## src/rtl/nfu_pkg.sv

```systemverilog
// Shared types, widths, normal factors and the shift/saturate helper
// for the payload normalisation scheduler.
package nfu_pkg;

  localparam int DI_W   = 12;
  localparam int FACT_W = 14;
  localparam int DO_W   = 14;
  localparam int FRAC   = 10;
  localparam int PROD_W = DI_W + FACT_W;

  typedef enum logic [1:0] {
    MOD_BPSK  = 2'd0,
    MOD_QPSK  = 2'd1,
    MOD_16QAM = 2'd2,
    MOD_64QAM = 2'd3
  } mod_e;

  typedef enum logic [1:0] {
    ST_IDLE   = 2'd0,
    ST_ACC    = 2'd1,
    ST_MUL_IM = 2'd2,
    ST_DRAIN  = 2'd3
  } state_e;

  localparam logic [FACT_W-1:0] FACT_BPSK  = 14'd1024;
  localparam logic [FACT_W-1:0] FACT_QPSK  = 14'd1448;
  localparam logic [FACT_W-1:0] FACT_16QAM = 14'd3238;
  localparam logic [FACT_W-1:0] FACT_64QAM = 14'd6636;

  localparam logic signed [PROD_W-1:0] SAT_HI = 26'sd8191;
  localparam logic signed [PROD_W-1:0] SAT_LO = -26'sd8192;

  function automatic logic [FACT_W-1:0] factor_of(input logic [1:0] mod);
    case (mod_e'(mod))
      MOD_BPSK:  return FACT_BPSK;
      MOD_QPSK:  return FACT_QPSK;
      MOD_16QAM: return FACT_16QAM;
      MOD_64QAM: return FACT_64QAM;
      default:   return FACT_BPSK;
    endcase
  endfunction

  // Arithmetic shift floors toward -inf before clamping to the output range.
  function automatic logic signed [DO_W-1:0] norm_sat(input logic signed [PROD_W-1:0] p);
    logic signed [PROD_W-1:0] s;
    s = p >>> FRAC;
    if (s > SAT_HI) begin
      return SAT_HI[DO_W-1:0];
    end else if (s < SAT_LO) begin
      return SAT_LO[DO_W-1:0];
    end else begin
      return s[DO_W-1:0];
    end
  endfunction

endpackage

```

## src/rtl/nfu_shared_mult.sv

```systemverilog
// 12x14 signed multiplier with two register stages, time-shared between
// the real and imaginary part of each sample.
module nfu_shared_mult
  import nfu_pkg::*;
(
  input  logic                     clk,
  input  logic                     clr,
  input  logic signed [DI_W-1:0]   a_i,
  input  logic signed [FACT_W-1:0] b_i,
  output logic signed [PROD_W-1:0] p_o
);

  logic signed [PROD_W-1:0] a_ext_s;
  logic signed [PROD_W-1:0] b_ext_s;
  logic signed [PROD_W-1:0] p1_q;

  assign a_ext_s = {{(PROD_W-DI_W){a_i[DI_W-1]}}, a_i};
  assign b_ext_s = {{(PROD_W-FACT_W){b_i[FACT_W-1]}}, b_i};

  // Product stage followed by an output stage; cleared synchronously.
  always_ff @(posedge clk) begin
    if (clr) begin
      p1_q <= '0;
      p_o  <= '0;
    end else begin
      p1_q <= a_ext_s * b_ext_s;
      p_o  <= p1_q;
    end
  end

endmodule

```

## src/rtl/nfu_sched.sv

```systemverilog
// Frame scheduler: latches modulation/length, feeds re then im of each
// sample through the shared multiplier and emits saturated results.
module nfu_sched
  import nfu_pkg::*;
#(
  parameter int LEN_W = 10
) (
  input  logic                   clk,
  input  logic                   rst,
  input  logic                   frm_start_i,
  input  logic [1:0]             mod_type_i,
  input  logic [LEN_W-1:0]       frm_len_i,
  input  logic signed [DI_W-1:0] di_re_i,
  input  logic signed [DI_W-1:0] di_im_i,
  input  logic                   di_vld_i,
  output logic                   di_rdy_o,
  output logic signed [DO_W-1:0] do_re_o,
  output logic signed [DO_W-1:0] do_im_o,
  output logic                   do_vld_o,
  output logic                   do_last_o,
  output logic                   busy_o,
  output logic                   err_o
);

  state_e                   state_q, state_d;
  logic [LEN_W-1:0]         len_q, len_d;
  logic [LEN_W-1:0]         cnt_q, cnt_d;
  logic [FACT_W-1:0]        fact_q, fact_d;
  logic signed [DI_W-1:0]   op_q, op_d;
  logic signed [DI_W-1:0]   im_hold_q, im_hold_d;
  logic signed [PROD_W-1:0] re_hold_q;
  logic signed [PROD_W-1:0] prod_s;
  logic [3:0]               tok_q;
  logic [3:0]               lst_q;
  logic                     accept_s;
  logic                     err_d;

  assign accept_s = (state_q == ST_ACC) && di_vld_i;

  nfu_shared_mult u_mult (
    .clk (clk),
    .clr (rst),
    .a_i (op_q),
    .b_i ($signed(fact_q)),
    .p_o (prod_s)
  );

  // Next-state, configuration latch and multiplier operand selection.
  always_comb begin
    state_d   = state_q;
    len_d     = len_q;
    cnt_d     = cnt_q;
    fact_d    = fact_q;
    op_d      = op_q;
    im_hold_d = im_hold_q;
    err_d     = frm_start_i && ((state_q != ST_IDLE) || (frm_len_i == '0));
    case (state_q)
      ST_IDLE: begin
        if (frm_start_i && (frm_len_i != '0)) begin
          state_d = ST_ACC;
          len_d   = frm_len_i;
          fact_d  = factor_of(mod_type_i);
          cnt_d   = '0;
        end else begin
          state_d = ST_IDLE;
        end
      end
      ST_ACC: begin
        if (accept_s) begin
          op_d      = di_re_i;
          im_hold_d = di_im_i;
          cnt_d     = cnt_q + LEN_W'(1);
          state_d   = ST_MUL_IM;
        end else begin
          state_d = ST_ACC;
        end
      end
      ST_MUL_IM: begin
        op_d = im_hold_q;
        if (cnt_q == len_q) begin
          state_d = ST_DRAIN;
        end else begin
          state_d = ST_ACC;
        end
      end
      ST_DRAIN: begin
        if (tok_q[3] && lst_q[3]) begin
          state_d = ST_IDLE;
        end else begin
          state_d = ST_DRAIN;
        end
      end
      default: state_d = ST_IDLE;
    endcase
  end

  // State, token pipeline and registered outputs.
  always_ff @(posedge clk or posedge rst) begin
    if (rst) begin
      state_q   <= ST_IDLE;
      len_q     <= '0;
      cnt_q     <= '0;
      fact_q    <= '0;
      op_q      <= '0;
      im_hold_q <= '0;
      re_hold_q <= '0;
      tok_q     <= '0;
      lst_q     <= '0;
      di_rdy_o  <= 1'b0;
      do_re_o   <= '0;
      do_im_o   <= '0;
      do_vld_o  <= 1'b0;
      do_last_o <= 1'b0;
      busy_o    <= 1'b0;
      err_o     <= 1'b0;
    end else begin
      state_q   <= state_d;
      len_q     <= len_d;
      cnt_q     <= cnt_d;
      fact_q    <= fact_d;
      op_q      <= op_d;
      im_hold_q <= im_hold_d;
      // Token k marks the re operand's position k edges after acceptance.
      tok_q     <= {tok_q[2:0], accept_s};
      lst_q     <= {lst_q[2:0], accept_s && ((cnt_q + LEN_W'(1)) == len_q)};
      if (tok_q[2]) begin
        re_hold_q <= prod_s;
      end
      if (tok_q[3]) begin
        do_re_o <= norm_sat(re_hold_q);
        do_im_o <= norm_sat(prod_s);
      end
      do_vld_o  <= tok_q[3];
      do_last_o <= tok_q[3] && lst_q[3];
      di_rdy_o  <= (state_d == ST_ACC);
      busy_o    <= (state_d != ST_IDLE);
      err_o     <= err_d;
    end
  end

endmodule

```

## config.mk

```make
export PLATFORM = sky130hd
export DESIGN_NAME = nfu_sched
export DESIGN_NICKNAME = d
export VERILOG_FILES = /design/src/rtl/nfu_pkg.sv /design/src/rtl/nfu_shared_mult.sv /design/src/rtl/nfu_sched.sv
export SDC_FILE = /design/constraint.sdc
export NUM_CORES = 1
export LEC_CHECK = 0
export BUFFER_PORTS_ARGS = -buffer_cell sky130_fd_sc_hd__buf_2
export CELL_PAD_IN_SITES_DETAIL_PLACEMENT = 1
export CELL_PAD_IN_SITES_GLOBAL_PLACEMENT = 1
export CORE_MARGIN = 2
export CORE_UTILIZATION = 52
export CTS_CLUSTER_DIAMETER = 60
export DETAILED_ROUTE_END_ITERATION = 8
export PLACE_DENSITY = 0.83
export SLEW_MARGIN = 5
export SYNTH_ARGS = -nofsm -noshare
export SYNTH_HDL_FRONTEND = slang
export SYNTH_SLANG_ARGS = --single-unit
```

## constraint.sdc

```tcl
create_clock -name clk -period 13.5 [get_ports clk]
set_input_delay 2.025 -clock clk [delete_from_list [all_inputs] [get_ports clk]]
set_output_delay 2.025 -clock clk [all_outputs]
set_load 0.1 [all_outputs]
```

* Word level (Yosys, flattened, before mapping) *
Index checks and enable logic that the tools add are counted.

cells by class
  order comparisons = 4
  mux-type cells = 15
  multipliers = 1
  reductions and logical operators = 18
  equality and inequality tests = 11
  add/sub/neg operators = 1

operators with widths
  kind                     count
  $mux W14                 4
  $pmux W14 S4             1
  $gt A16 B14 Y1 const B   2
  $lt A16 B14 Y1 const B   2
  $mul A12 B14 Y26         1
  $pmux W12 S2             1
  $eq A10 B10 Y1           2
  $mux W10                 2
  $pmux W10 S2             1
  $mux W12                 1
  $add A10 B1 Y10 const B  1
  $logic_not A10 Y1        1
  $reduce_bool A10 Y1      1
  $eq A2 B2 Y1 const B     4
  $pmux W2 S4              1
  $reduce_bool A2 Y1       4
  $eq A2 B1 Y1 const B     3
  $mux W2                  3
  $reduce_and A2 Y1        3
  $logic_and A1 B1 Y1      5
  $logic_not A2 Y1         2
  $ne A2 B2 Y1 const B     2
  $reduce_and A3 Y1        1
  $logic_or A1 B1 Y1       1
  $mux W1                  1

storage, ports and cells
  word-level logic and storage cells = 68
  input port bits = 40
  flip-flop bits (word level) = 179

* Depth between registers and ports, before layout *
  depth in word-level cells = 5
  gate-level depth with buffers = 21
  gate-level depth less buffers = 20

* Hierarchy *
A second synthesis with hierarchy kept.

unflattened totals
  cell total of the unflattened synthesis = 1319
  area, all modules = 12449.4 um2

modules (own cells, without submodules)
  module           cells each  instances  area each (um2)
  nfu_shared_mult  832         1          7581.0
  nfu_sched        487         1          4868.4

* Worst setup path after synthesis *
OpenSTA, ideal clock, no wires.

  path kind = register to register
  from = register fact_q[7]
  to = register u_mult.p1_q[25]
  setup slack = 8.440 ns
  buffers on the path = 2
  arrival time = 4.935 ns
  cell stages (with the launch flop) = 20
  path through = dfrtp_1 > clkbuf_1 > and2_1 > fa_1 > inv_1 > fa_1 > fa_1 > inv_1 > fa_1 > inv_1 > fa_1 > inv_1 > ha_1 > clkbuf_1 > nand2_1 > or2_2 > o311a_1 > a21oi_1 > a2111o_1 > o21ai_0

between the ends
  cells in the longest elaborated chain, start to end = 1

ends and longest elaborated chain
  item                    line                   RTL
  from (decl)             nfu_sched.sv:28        logic [FACT_W-1:0] fact_q, fact_d;
  from (signal assigned)  nfu_sched.sv:120       fact_q <= fact_d;
  $mul A12 B14 Y26        nfu_shared_mult.sv:26  p1_q <= a_ext_s * b_ext_s;
  to (signal assigned)    nfu_shared_mult.sv:26
  to (decl)               nfu_shared_mult.sv:15  logic signed [PROD_W-1:0] p1_q;

No other way between the ends.
A chain may end at the register's enable or synchronous reset.

* Worst setup path in the final report *
  from = register op_q[11]
  to = register u_mult.p1_q[23]

between the ends
  cells in the longest elaborated chain, start to end = 1

ends and longest elaborated chain
  item                    line                   RTL
  from (decl)             nfu_sched.sv:29        logic signed [DI_W-1:0] op_q, op_d;
  from (signal assigned)  nfu_sched.sv:121       op_q <= op_d;
  $mul A12 B14 Y26        nfu_shared_mult.sv:26

No other way between the ends.

==> metrics.csv <==
stage;metric;value;unit
outcome;status;finished clean;
global_routing;grt-ovfl-total;0;
global_routing;grt_max_degree;60;
global_routing;antenna_found_initial;0;
detailed_routing;wirelength;25300;um
placement;post_dp_cell_area;10400;um2
setup_path;crit_chain;inv_1 -> nor2_1 -> xnor2_1 -> ha_1 -> inv_1 -> fa_1 -> inv_1 -> fa_1 -> fa_1 -> inv_1 -> fa_1 -> inv_1 -> ha_1 -> a21oi_1 -> a2bb2oi_1 -> o31ai_1 -> or2_2 -> a2111oi_0 -> nor4_1;
finish;synthToLayoutAreaGrowth;11.0;%
detailed_routing;routedWlPerCell;19.2;um
synthesis;syn_nets;1227;
detailed_routing;postRouteAntennaNets;0;
min_path;holdPathEnd;tok_q[2];
finish;antenna_cells;0;
cts;postCtsResizedCells;0;
sta;slew_headroom;25.1;%
sta;fin_crit_sh;41.7;%
floorplan;io_pins;73;
detailed_routing;via_per_inst;5.57;
min_path;worstHoldStart;tok_q[1];
global_routing;grt_usage;26.2;%
finish;nets;1282;
setup_path;regToRegSetupSlack;7870;ps
detailed_routing;vias;7328;
finish;final_util;58.7;%
min_path;min_path_type;reg -> reg;
cts;h-tree-depth;4;
cts;clk_latency;430;ps
sta;finalSetupTns;0;ps
synthesis;syn_area_per_cell;9.76;um2
cts;cts_tree;built;
floorplan;num_rows;50;
sta;period_needed;5630;ps
global_routing;grt_pass1_wl;41100;um
synthesis;synth.top_cells.by_area;dfrtp_1, fa_1, ha_1, dfxtp_1, inv_1;
setup_path;reg2reg_from;op_q[11];
placement;globalplace.congestion;0.893;
cts;cts_hold_buf;0;
placement;dp_cells;1284;
finish;drive_gt1_share;14.2;%
floorplan;start_util;52.9;%
cts;clk_pin_slew_worst_paths;60;ps
cts;clock-sinks;141;
setup_path;rr_endpoint;u_mult.p1_q[23];
sta;rsz0062_at_grt;false;
setup_path;crit_slowest_cell;fa_1;
synthesis;ys_warn_count;0;
synthesis;synth_cell_types;61;
finish;fillCellCount;2092;
setup_path;end_kind;register;
cts;clock-root-buffer;clkbuf_16;
cts;numCtsBuffers;17;
synthesis;synth_top_area_share;27.6;%
synthesis;ys_seq_elements;141;
global_routing;grt_pass1_vias;7989;
setup_path;crit_top_cell;inv_1;
placement;dp_hpwl;19200;um
sta;hold_viol;0;
cts;clockBufferDepth;2;
detailed_routing;post-route-drc-count;0;
synthesis;async_flop_share;77.3;%
setup_path;worstPathRequired;13760;ps
flow_run;drv_cap;0;
synthesis;synth_cells;1014;
setup_path;critPathLaunchType;register;
synthesis;synth-edff-count;0;
min_path;min_path_cells;0;
floorplan;core-area;18700;um2
synthesis;synth_flop_cell;dfrtp_1;
cts;postCtsSetupBuffers;0;
floorplan;die_width;142;um
detailed_routing;drt_iter0_drc;318;
sta;setup_violations;0;
finish;layoutNonFillerInstCount;1316;
placement;portBuffers;72;
setup_path;max_stage_delay;560;ps
sta;fmax;178;MHz
sta;worst_slew_pin_slew;1120;ps
finish;final_area;11000;um2
setup_path;cp_max_fo;7;
synthesis;yosysSeqAreaShare;34.0;%
floorplan;die_area;20100;um2
synthesis;synth_area_leader_cell;dfrtp_1;
detailed_routing;drt_pass1_iterations;4;
floorplan;die_h;142;um
sta;finClkSkew;24.1;ps
synthesis;netlist_area;9890;um2
setup_path;arrival;5890;ps
sta;maxSlewViolCount;0;
setup_path;ff2ff_path_depth;19;
setup_path;worstSetupPathType;reg -> reg;
==> cells in the mapped netlist (4+ instances only) <==
cell and count:
inv_1 168, nand2_1 116, dfrtp_1 109, ha_1 97
fa_1 76, o21ai_0 49, and2_1 48, nor2_1 39
clkbuf_1 33, dfxtp_1 32, mux2_2 32, o211ai_1 30
a21oi_1 21, xnor2_1 21, nor2b_1 19, a22oi_1 12
nand3_1 11, xor2_1 11, a21o_1 9, nor4_1 8
and3_1 7, nand4_1 7, nor3_1 6, o31ai_1 5
a211oi_1 4, buf_1 4
==> logic make-up after synthesis <==
family,share of synthesized area [%]
AO/OA/AOI/OAI,10.3
XOR/XNOR,2.83
adder cells (fa/ha/maj),27.6
buffers and inverters,8.13
flip-flops,34.0
multiplexers,3.64
AND/OR/NAND/NOR,13.4
==> routing by layer <==
layer | vias up | track usage (%) | wire [um]
met1 | 3713 | 32.1 | 10400
met2 | 154 | 47.4 | 13500
li1 | 3410 | - | -
met4 | 0 | 9.37 | 627
met5 | - | 0 | 0
met3 | 51 | 3.57 | 839
==> state kept, by name, indices dropped and copies added, names as in the netlist <==
name         count
busy_o           1
cnt_q           10
di_rdy_o         1
do_im_o         14
do_last_o        1
do_re_o         14
do_vld_o         1
err_o            1
fact_q           6
im_hold_q       12
len_q           10
lst_q            4
op_q            12
re_hold_q       16
state_q          2
tok_q            4
u_mult.p1_q     16
u_mult.p_o      16
==> worst max-delay path: cells and delay by family (launching register included) <==
kind                     cells  cell delay (ps)
AO/OA/AOI/OAI                4              920
XOR/XNOR                     1              120
adder cells (fa/ha/maj)      6             2790
buffers and inverters        5              440
flip-flops                   1              530
AND/OR/NAND/NOR              3              650
==> worst max path at each step <==
stage                       to  slack, ps  startpoint  depth (start not counted)
2_1_floorplan           busy_o       8370         rst                          2
3_3_place_gp   u_mult.p1_q[23]       8160    op_q[11]                         19
3_5_place_dp   u_mult.p1_q[23]       7960    op_q[11]                         19
4_1_cts        u_mult.p1_q[23]       7850    op_q[11]                         19
5_1_grt        u_mult.p1_q[23]       7510    op_q[11]                         19
6_report       u_mult.p1_q[23]       7870    op_q[11]                         19
==> area by class of cell <==
| cell class | instances | area [um2] | area share, % |
|---|---|---|---|
| Clock buffer | 17 | 425 | 3.87 |
| Clock inverter | 15 | 148 | 1.34 |
| Inverter | 168 | 633 | 5.76 |
| Multi-Input combinational cell | 664 | 5720 | 52.1 |
| Sequential cell | 141 | 3370 | 30.7 |
| Tap cell | 234 | 293 | 2.67 |
| Timing Repair Buffer | 77 | 398 | 3.62 |
==> stage by stage <==
step	hold slack, ps	setup WS (ps)
2_1_floorplan	331	8370
3_3_place_gp	333	8160
3_5_place_dp	336	7960
4_1_cts	351	7850
5_1_grt	358	7510
6_report	349	7870
==> placed cells by master, fill, tap and decap left out, types with 4 or more instances in the layout <==
| cell type | n |
|---|---|
| a22oi_1 | 12 |
| nor3_1 | 6 |
| fa_1 | 76 |
| and3_1 | 7 |
| nand2_1 | 116 |
| buf_2 | 72 |
| clkbuf_16 | 17 |
| and2_1 | 48 |
| a21oi_1 | 21 |
| dfrtp_1 | 109 |
| nor2_1 | 39 |
| ha_1 | 97 |
| a211oi_1 | 4 |
| xor2_1 | 11 |
| buf_4 | 5 |
| dfxtp_1 | 32 |
| o21ai_0 | 49 |
| mux2_2 | 32 |
| inv_1 | 167 |
| inv_6 | 8 |
| xnor2_1 | 21 |
| a21o_1 | 9 |
| nand3_1 | 11 |
| o211ai_1 | 30 |
| nor4_1 | 8 |
| nor2b_1 | 19 |
| o31ai_1 | 5 |
| nand4_1 | 7 |
Power is left out: the tool's default activity adds up to more than one toggle a clock period on the data nets, which glitch-free logic cannot reach.
